==> config.mk <==
export PLATFORM = sky130hd
export DESIGN_NAME = ex_hazard_ctrl
export DESIGN_NICKNAME = d
export VERILOG_FILES = /design/src/rtl/mips_pkg.sv /design/src/rtl/hazard_decode.sv /design/src/rtl/ex_hazard_ctrl.sv
export SDC_FILE = /design/constraint.sdc
export NUM_CORES = 1
export LEC_CHECK = 0
export CORE_ASPECT_RATIO = 2
export CORE_MARGIN = 2
export CORE_UTILIZATION = 45
export DETAILED_ROUTE_END_ITERATION = 12
export PLACE_DENSITY = 0.86
export SLEW_MARGIN = 10
export SYNTH_ARGS = -nofsm -noshare
export SYNTH_HDL_FRONTEND = slang
export SYNTH_SLANG_ARGS = --single-unit
==> constraint.sdc <==
create_clock -name clk -period 2.8 [get_ports clk]
set_input_delay 0.56 -clock clk [delete_from_list [all_inputs] [get_ports clk]]
set_output_delay 0.56 -clock clk [all_outputs]
set_load 0.02 [all_outputs]
==> src/rtl/mips_pkg.sv <==
// Shared MIPS32 decode constants, forwarding selects and
// hazard-tracker types for the EX-stage sequencer.
package mips_pkg;

  localparam logic [5:0] OP_RTYPE = 6'h00;
  localparam logic [5:0] OP_BEQ   = 6'h04;
  localparam logic [5:0] OP_BNE   = 6'h05;
  localparam logic [5:0] OP_ADDI  = 6'h08;
  localparam logic [5:0] OP_ADDIU = 6'h09;
  localparam logic [5:0] OP_SLTI  = 6'h0a;
  localparam logic [5:0] OP_SLTIU = 6'h0b;
  localparam logic [5:0] OP_ANDI  = 6'h0c;
  localparam logic [5:0] OP_ORI   = 6'h0d;
  localparam logic [5:0] OP_XORI  = 6'h0e;
  localparam logic [5:0] OP_LW    = 6'h23;
  localparam logic [5:0] OP_SW    = 6'h2b;

  localparam logic [5:0] FN_ADD   = 6'h20;
  localparam logic [5:0] FN_SUB   = 6'h22;

  localparam logic [1:0] FWD_REG   = 2'd0;
  localparam logic [1:0] FWD_EXMEM = 2'd1;
  localparam logic [1:0] FWD_MEMWB = 2'd2;

  typedef enum logic [1:0] {
    ST_RUN    = 2'd0,
    ST_STALL  = 2'd1,
    ST_FROZEN = 2'd2
  } fsm_t;

  typedef struct packed {
    logic       valid;
    logic [4:0] dest;
    logic       is_load;
    logic       is_branch;
    logic       is_ovf_op;
  } trk_t;

  // A source hits an entry only on a live, non-zero destination.
  function automatic logic trk_hit(
    input logic [4:0] src,
    input trk_t       ent
  );
    return ent.valid && (ent.dest != 5'd0) &&
           (src == ent.dest);
  endfunction

  // Youngest producer wins: EX/MEM result over MEM/WB result.
  function automatic logic [1:0] fwd_pick(
    input logic hit_ex,
    input logic hit_mem
  );
    if (hit_ex)
      return FWD_EXMEM;
    if (hit_mem)
      return FWD_MEMWB;
    return FWD_REG;
  endfunction

endpackage

==> src/rtl/hazard_decode.sv <==
// Combinational MIPS32 decode of the register-hazard view of one
// instruction: destination, sources and class flags.
module hazard_decode
  import mips_pkg::*;
(
  input  logic [31:0] instr,
  output logic [4:0]  dest,
  output logic [4:0]  src_a,
  output logic [4:0]  src_b,
  output logic        uses_b,
  output logic        is_load,
  output logic        is_branch,
  output logic        is_ovf_op
);

  logic [5:0] op;
  logic [5:0] fn;
  logic [4:0] rs;
  logic [4:0] rt;
  logic [4:0] rd;

  logic op_r;
  logic op_addi;
  logic op_imm;
  logic op_lw;
  logic op_sw;
  logic op_br;

  // The shift-amount field never affects hazards.
  logic unused_shamt;

  assign op = instr[31:26];
  assign rs = instr[25:21];
  assign rt = instr[20:16];
  assign rd = instr[15:11];
  assign fn = instr[5:0];

  assign unused_shamt = ^instr[10:6];

  assign op_r    = (op == OP_RTYPE);
  assign op_addi = (op == OP_ADDI);
  assign op_imm  = (op == OP_ADDIU) ||
                   (op == OP_SLTI)  ||
                   (op == OP_SLTIU) ||
                   (op == OP_ANDI)  ||
                   (op == OP_ORI)   ||
                   (op == OP_XORI);
  assign op_lw   = (op == OP_LW);
  assign op_sw   = (op == OP_SW);
  assign op_br   = (op == OP_BEQ) ||
                   (op == OP_BNE);

  // Opcode classes are disjoint; unknown opcodes read rs only.
  always_comb begin
    dest      = 5'd0;
    src_a     = rs;
    src_b     = rt;
    uses_b    = 1'b0;
    is_load   = 1'b0;
    is_branch = 1'b0;
    is_ovf_op = 1'b0;
    unique case (1'b1)
      op_r: begin
        dest      = rd;
        uses_b    = 1'b1;
        is_ovf_op = (fn == FN_ADD) ||
                    (fn == FN_SUB);
      end
      op_addi: begin
        dest      = rt;
        is_ovf_op = 1'b1;
      end
      op_imm: begin
        dest = rt;
      end
      op_lw: begin
        dest    = rt;
        is_load = 1'b1;
      end
      op_sw: begin
        uses_b = 1'b1;
      end
      op_br: begin
        uses_b    = 1'b1;
        is_branch = 1'b1;
      end
      default: begin
      end
    endcase
  end

endmodule

==> src/rtl/ex_hazard_ctrl.sv <==
// EX-stage hazard sequencer: stalls, flushes, traps and forwarding.
// Define HAZ_FORWARD_EN to enable ALU operand forwarding.
module ex_hazard_ctrl
  import mips_pkg::*;
#(
  parameter int STALL_CNT_W = 16
) (
  input  logic                   clk,
  input  logic                   rst,
  input  logic [31:0]            id_instr,
  input  logic                   id_valid,
  input  logic [2:0]             ex_flags,
  input  logic                   mem_stall,
  output logic                   stall,
  output logic                   bubble_ex,
  output logic                   flush_ifid,
  output logic [1:0]             fwd_a_sel,
  output logic [1:0]             fwd_b_sel,
  output logic                   exc_ovf,
  output logic [STALL_CNT_W-1:0] stall_cnt
);

  logic [4:0] id_dest;
  logic [4:0] id_src_a;
  logic [4:0] id_src_b;
  logic       id_uses_b;
  logic       id_is_load;
  logic       id_is_branch;
  logic       id_is_ovf;

  trk_t trk_ex;
  trk_t trk_mem;
  trk_t trk_wb;
  trk_t id_ent;
  trk_t ex_retire;

  fsm_t state;
  fsm_t prev_state;

  logic hit_ex_a;
  logic hit_ex_b;
  logic hit_mem_a;
  logic hit_mem_b;
  logic ex_hit;
  logic load_use;
  logic data_haz;
  logic trap;
  logic br_taken;
  logic flush;
  logic haz;
`ifndef HAZ_FORWARD_EN
  logic mem_hit;
`endif

  // WB entry and the neg flag are carried for visibility only.
  logic unused_trk;

  assign unused_trk = ^{ex_flags[1], trk_wb,
                        trk_mem.is_load,
                        trk_mem.is_branch,
                        trk_mem.is_ovf_op};

  hazard_decode u_dec (
    .instr     (id_instr),
    .dest      (id_dest),
    .src_a     (id_src_a),
    .src_b     (id_src_b),
    .uses_b    (id_uses_b),
    .is_load   (id_is_load),
    .is_branch (id_is_branch),
    .is_ovf_op (id_is_ovf)
  );

  // Entry the ID instruction would occupy in EX.
  always_comb begin
    id_ent           = '0;
    id_ent.valid     = 1'b1;
    id_ent.dest      = id_dest;
    id_ent.is_load   = id_is_load;
    id_ent.is_branch = id_is_branch;
    id_ent.is_ovf_op = id_is_ovf;
  end

  // ID source matches against the older in-flight destinations.
  always_comb begin
    hit_ex_a  = trk_hit(id_src_a, trk_ex);
    hit_ex_b  = id_uses_b &&
                trk_hit(id_src_b, trk_ex);
    hit_mem_a = trk_hit(id_src_a, trk_mem);
    hit_mem_b = id_uses_b &&
                trk_hit(id_src_b, trk_mem);
    ex_hit    = id_valid && (hit_ex_a || hit_ex_b);
    load_use  = ex_hit && trk_ex.is_load;
  end

`ifdef HAZ_FORWARD_EN
  assign data_haz = load_use;
`else
  assign mem_hit  = id_valid && (hit_mem_a || hit_mem_b);
  assign data_haz = ex_hit || mem_hit || load_use;
`endif

  // Priority: mem_stall, overflow trap, taken branch, data hazard.
  always_comb begin
    trap     = !rst && !mem_stall &&
               trk_ex.valid && trk_ex.is_ovf_op &&
               ex_flags[0];
    br_taken = !rst && !mem_stall &&
               trk_ex.valid && trk_ex.is_branch &&
               ex_flags[2] && !trap;
    flush    = trap || br_taken;
    haz      = !rst && !mem_stall && !flush &&
               data_haz;
  end

  assign stall      = (!rst && mem_stall) || haz;
  assign bubble_ex  = flush || haz;
  assign flush_ifid = flush;
  assign exc_ovf    = trap;

  // A trapping instruction leaves EX without a destination.
  always_comb begin
    ex_retire       = trk_ex;
    ex_retire.valid = trk_ex.valid && !trap;
  end

  // Shift the EX/MEM/WB tracker unless memory freezes the pipe.
  always_ff @(posedge clk or posedge rst) begin
    if (rst) begin
      trk_ex  <= '0;
      trk_mem <= '0;
      trk_wb  <= '0;
    end else if (!mem_stall) begin
      trk_wb  <= trk_mem;
      trk_mem <= ex_retire;
      if (bubble_ex || !id_valid)
        trk_ex <= '0;
      else
        trk_ex <= id_ent;
    end
  end

`ifdef HAZ_FORWARD_EN
  // Operand selects for the instruction entering EX.
  always_ff @(posedge clk or posedge rst) begin
    if (rst) begin
      fwd_a_sel <= FWD_REG;
      fwd_b_sel <= FWD_REG;
    end else if (!mem_stall) begin
      if (bubble_ex || !id_valid) begin
        fwd_a_sel <= FWD_REG;
        fwd_b_sel <= FWD_REG;
      end else begin
        fwd_a_sel <= fwd_pick(hit_ex_a, hit_mem_a);
        fwd_b_sel <= fwd_pick(hit_ex_b, hit_mem_b);
      end
    end
  end
`else
  assign fwd_a_sel = FWD_REG;
  assign fwd_b_sel = FWD_REG;
`endif

  // Sequencer state; FROZEN remembers where to resume.
  always_ff @(posedge clk or posedge rst) begin
    if (rst) begin
      state      <= ST_RUN;
      prev_state <= ST_RUN;
    end else if (mem_stall) begin
      if (state != ST_FROZEN)
        prev_state <= state;
      state <= ST_FROZEN;
    end else if (state == ST_FROZEN) begin
      state <= prev_state;
    end else begin
      state <= haz ? ST_STALL : ST_RUN;
    end
  end

  // Saturating count of stalled cycles.
  always_ff @(posedge clk or posedge rst) begin
    if (rst)
      stall_cnt <= '0;
    else if (stall && (stall_cnt != '1))
      stall_cnt <= stall_cnt + STALL_CNT_W'(1);
  end

endmodule

# Yosys cells after proc, flatten, opt, wreduce, memory -nomap -nowiden
# Cells that the tools add are included.
# Widths: inputs -> output; s select.
# totals
regBits	31
latchBits	0
ram_bits	0
mem_bits_ro	0
inputBits	39
out_inout_bits	24
elab_cells	81
n_memories	0
# op_classes
n_addsub	1
multipliers	0
n_div	0
magnitude_cmp	0
n_eq_ne	18
shift	0
muxes	6
bitwise_logic	0
reduce_logical	48
# op_table
operator	count
$eq 6x4->1 const B	7
$eq 6x6->1 const B	4
$logic_and 1x1->1	23
$eq 5x5->1	4
$add 16x1->16 const B	1
$ne 16x16->1 const B	1
$logic_or 1x1->1	15
$eq 6x3->1 const B	2
$pmux 5 s2	1
$reduce_bool 5->1	2
$mux 9	1
$logic_not 6->1	1
$reduce_or 3->1	2
$logic_not 1->1	5
$mux 1	3
$pmux 1 s2	1

# Longest topological paths before layout
# logic_depth
depth_word	14
ltp_mapped	8
mapped_depth_nobuf	7

# By module
# Synthesis repeated with hierarchy kept, for this count alone.
# unflattened
cells_unflattened	198
area_unflattened_um2	1976.9
# by_module_without_submodules
module	instances	cells_each	area_each_um2	seq_area_each_um2
ex_hazard_ctrl	1	166	1737.9	750.7
hazard_decode	1	32	239.0	0.0

# Least setup slack after synthesis
# OpenSTA, ideal clock, no wires.
# synth_path
path_type	in2out
startpoint	input id_instr[18]
endpoint	output bubble_ex
t_arrival_ns	1.892
required_time_ns	2.240
slack_ns	0.348
path_stages	7
n_path_buf	0
path_cell_list	xnor2_1 > nand3_1 > nor4_1 > o21ai_2 > nand2_1 > nand2_1 > a211oi_1
# synth_via
elab_chain_len	9
elab_cells_between_ends	15
cone_classes	2 x eq/ne; 13 x reduce/logical
# synth_lines
element	line	rtl
start, declared	ex_hazard_ctrl.sv:10	input logic [31:0] id_instr,
$eq 5x5->1	mips_pkg.sv:45	(src == ent.dest);
$logic_and 1x1->1	mips_pkg.sv:44	return ent.valid && (ent.dest != 5'd0) &&
$logic_and 1x1->1 (on tied branches)	ex_hazard_ctrl.sv:87, ex_hazard_ctrl.sv:90	
$logic_or 1x1->1 (on tied branches)	ex_hazard_ctrl.sv:92, ex_hazard_ctrl.sv:99	
$logic_and 1x1->1 (on tied branches)	ex_hazard_ctrl.sv:92, ex_hazard_ctrl.sv:99	
$logic_or 1x1->1 or $logic_and 1x1->1 (tied branches)	ex_hazard_ctrl.sv:100, ex_hazard_ctrl.sv:93	
$logic_or 1x1->1 *	ex_hazard_ctrl.sv:100	assign data_haz = ex_hit || mem_hit || load_use;
$logic_and 1x1->1 *	ex_hazard_ctrl.sv:112	haz = !rst && !mem_stall && !flush &&
$logic_or 1x1->1 *	ex_hazard_ctrl.sv:117	assign bubble_ex = flush || haz;
end, declared	ex_hazard_ctrl.sv:15	output logic bubble_ex,
# Every way passes the cells marked *; elsewhere a longest branch is shown, timed or not.

# Worst setup path in the final report
# layout_path
startpoint	input ex_flags[0]
endpoint	output exc_ovf
# layout_via
elab_chain_len	1
# layout_lines
element	line	rtl
start, declared	ex_hazard_ctrl.sv:12	input logic [2:0] ex_flags,
$logic_and 1x1->1	ex_hazard_ctrl.sv:106	trk_ex.valid && trk_ex.is_ovf_op &&
end, declared	ex_hazard_ctrl.sv:19	output logic exc_ovf,
# No other way between the ends.

==> results.md <==
* Outcome: completed
* DRC Markers at 0
* Clock Latency Late Sink at 0.28 ns
* Core area at 0.00380 mm2
* Final Hold Fails at 0
* Gr usage total at 24.0%
* Most frequent cells in the layout: 36 x clkdlybuf4s50_1, 32 x buf_4, 30 x dfrtp_1, 23 x xnor2_1, 15 x nand2_1
* Setup TNS at 0 ns
* Clock slew at reported path FFs at 0.06 ns
* CP Data Required Time at 2.24 ns
* Area Overhead vs Synth at 54.2%
* Sequential element share of the synthesized area at 42.3%
* Worst Path Max Fanout at 2
* Distinct cells, synth at 37
* Hold_buf cts at 0
* CP max stage cell: clkdlybuf4s50_1
* Lkg Pwr at 1.27 nW
* Mean routed wirelength per cell at 16.6 um
* Fillers at 273
* Total Power at 1.19 mW
* Worst r2r src: stall_cnt[0]
* Share of layout cells above drive strength 1 at 26.2%
* Fmax at 361 MHz
* CP Cell Sequence: clkdlybuf4s50_1 > nand2_1 > buf_4 > nor4_1 > clkdlybuf4s50_1
* Worst Setup SP: ex_flags[0]
* Reg2Reg Setup Slack at 0.44 ns
* Endpoint type of the worst setup path: output pin
* HP Class: register to register
* CTS tree: built
* Average cell area after synthesis at 10.1 um2
* Post-route antenna net violation count at 0
* Initial antenna violation count at 0
* # diodes at 0
* Remaining global-route overflow at 0
* Register bit total from synthesis at 30
* Cell Pwr Density at 434 mW/mm2
* Number of stages on the worst setup path at 5
* Drt first pass iters at 4
* CP Launch Type: input pin
* DIE AREA at 0.00449 mm2
* Synth top area cells: dfrtp_1 42%, xnor2_1 13%, a22o_1 5.4%, xor2_1 4.4%, mux2_2 3.8%
* Synth area leader: dfrtp_1
* Max Root-Sink Buffers at 2
* Final-stage net count at 300
* Worst Reg-to-Reg Cells at 8
* WL final at 5170 um
* Vias at 1662
* Hpwl dp at 3820 um
* H-tree levels at 2
* Tmin final at 2.77 ns
* R2R Path End: stall_cnt[14]
* Post-synth EDFFs at 0
* Largest net degree at the start of global routing at 31
* Area share of the largest cell type after synthesis at 42.3%
* Cell family with the largest share of critical-path delay: buffers and inverters
* Routability congestion estimate at 0.919
* Period utilization at 99.0%
* WS Path Type: input pin to output pin
* Total CTS buffers at 5
* Chip Height at 92.8 um
* Clk root buf: clkbuf_8
* Max-slew violation count at 0
* IO Pins at 63
* Max-cap violation count at 0
* YS warnings at 0
* CP arrival at 2.21 ns
* Most used cell, CP: clkdlybuf4s50_1
* Setup Skew at 0.00832 ns
* Synth Flop Type: dfrtp_1
* CP bufs+invs at 3
* Drt via density at 5.34
* Ys async rst share at 100%
* Synthesized instance count at 176
* DIE WIDTH at 48.4 um
* Initial DRC Count at 19
* Crit path largest cell delay at 0.67 ns
* Critical Path End: exc_ovf
* Initial core utilization at 46.7%
* Sink Count at 30
* Placement Rows at 32
* Finish-stage setup viols at 0
* Vias in the first global route at 1835
* Synthesized area at 0.00178 mm2
* Most common cell after layout, fill and taps aside: clkdlybuf4s50_1
* IO buf count at 51
* Peak VDD IR at 0.485 mV
* First-pass GRT wire length at 8200 um
==> routing by layer <==
layer	global-route usage (%)	wire, um	vias to the layer above
met2	47.8	2950	57
met4	14.8	274	0
met1	21.8	1770	792
met3	3.39	169	19
li1	-	-	794
met5	0	0	-
==> where the power goes <==
group	switching, mW	leakage (nW)	internal, mW
clock network	0.151	0.0383	0.171
registers	0.0603	0.406	0.473
logic	0.156	0.830	0.176
==> logic make-up after synthesis <==
group	after synthesis	share of synthesized area, %
muxes	7	4.37
DFF	30	42.3
AOI/OAI and AO/OA	28	12.5
buffers and inverters	12	3.81
other	1	0.211
adders and majority gates	1	0.705
xor gates and xnor gates	35	17.3
and+or+nand+nor	62	18.8
==> sequential cells by signal, indices dropped and copies added (netlist names) <==
register and cells:
trk_ex 1, ex_retire 7, stall_cnt 16, trk_mem 6
==> cell type report <==
type / count / area [um2] / share of cell area [%]
flip-flops and latches: 30 / 751 / 27.4
repair buffers: 83 / 766 / 28.0
clock buffers: 7 / 76.3 / 2.79
well taps: 51 / 63.8 / 2.33
inverters: 3 / 11.3 / 0.411
multi-input cells: 137 / 1070 / 39.1
==> cell usage after synthesis, types with 2 or more instances <==
| library cell | n |
|---|---|
| clkbuf_1 | 4 |
| mux2_2 | 6 |
| dfrtp_1 | 30 |
| xor2_1 | 9 |
| buf_4 | 4 |
| nand2b_1 | 2 |
| nand3_1 | 7 |
| nand2_1 | 16 |
| nor3_1 | 3 |
| nor2_2 | 2 |
| xnor2_1 | 26 |
| nand4_2 | 2 |
| nand4_1 | 8 |
| or4_1 | 2 |
| nor4_1 | 5 |
| inv_1 | 3 |
| and3_1 | 6 |
| a22o_1 | 11 |
| nor2_1 | 7 |
| o21ai_0 | 4 |
| a21oi_1 | 3 |
==> worst min path at each step <==
stage                       from      endpoint  slack, ns  cells after the start
floorplan           ex_retire[1]  ex_retire[1]       0.45                      2
global placement    ex_retire[1]  ex_retire[1]       0.46                      2
detailed placement    trk_mem[8]    trk_mem[8]       0.47                      2
CTS                 ex_retire[1]  ex_retire[1]       0.49                      2
global route        ex_retire[1]  ex_retire[1]       0.51                      2
finish              ex_retire[1]  ex_retire[1]       0.48                      2
==> worst reg2reg max path, cell delays in order (launching register included) <==
cell and delay, ns:
dfrtp_1 0.45, ha_1 0.24, and3_1 0.22, and3_1 0.26, a311o_1 0.37, a31oi_4 0.20
buf_4 0.19, nand4_1 0.14, xnor2_1 0.16
==> through the flow <==
| step | worst slack (ns) | hold slack (ns) | utilization (%) | cell area [um2] | std cells |
|---|---|---|---|---|---|
| floorplan | 0.348 | 0.446 | - | 1790 | 179 |
| global placement | -0.609 | 0.459 | 66.4 | 2530 | 300 |
| detailed placement | -0.635 | 0.468 | 66.4 | 2530 | 300 |
| CTS | 0.0164 | 0.488 | 70.1 | 2670 | 310 |
| global route | -0.0330 | 0.512 | 72.0 | 2740 | 311 |
| finish | 0.0266 | 0.481 | 72.0 | 2740 | 311 |
==> timing repair <==
item	4_1_cts	5_1_grt
setup buffers	3	1
pin swaps	2	9
resized for setup	26	17
setup endpoints to repair	2	3
No activity file was read; power rests on OpenSTA's default activity.
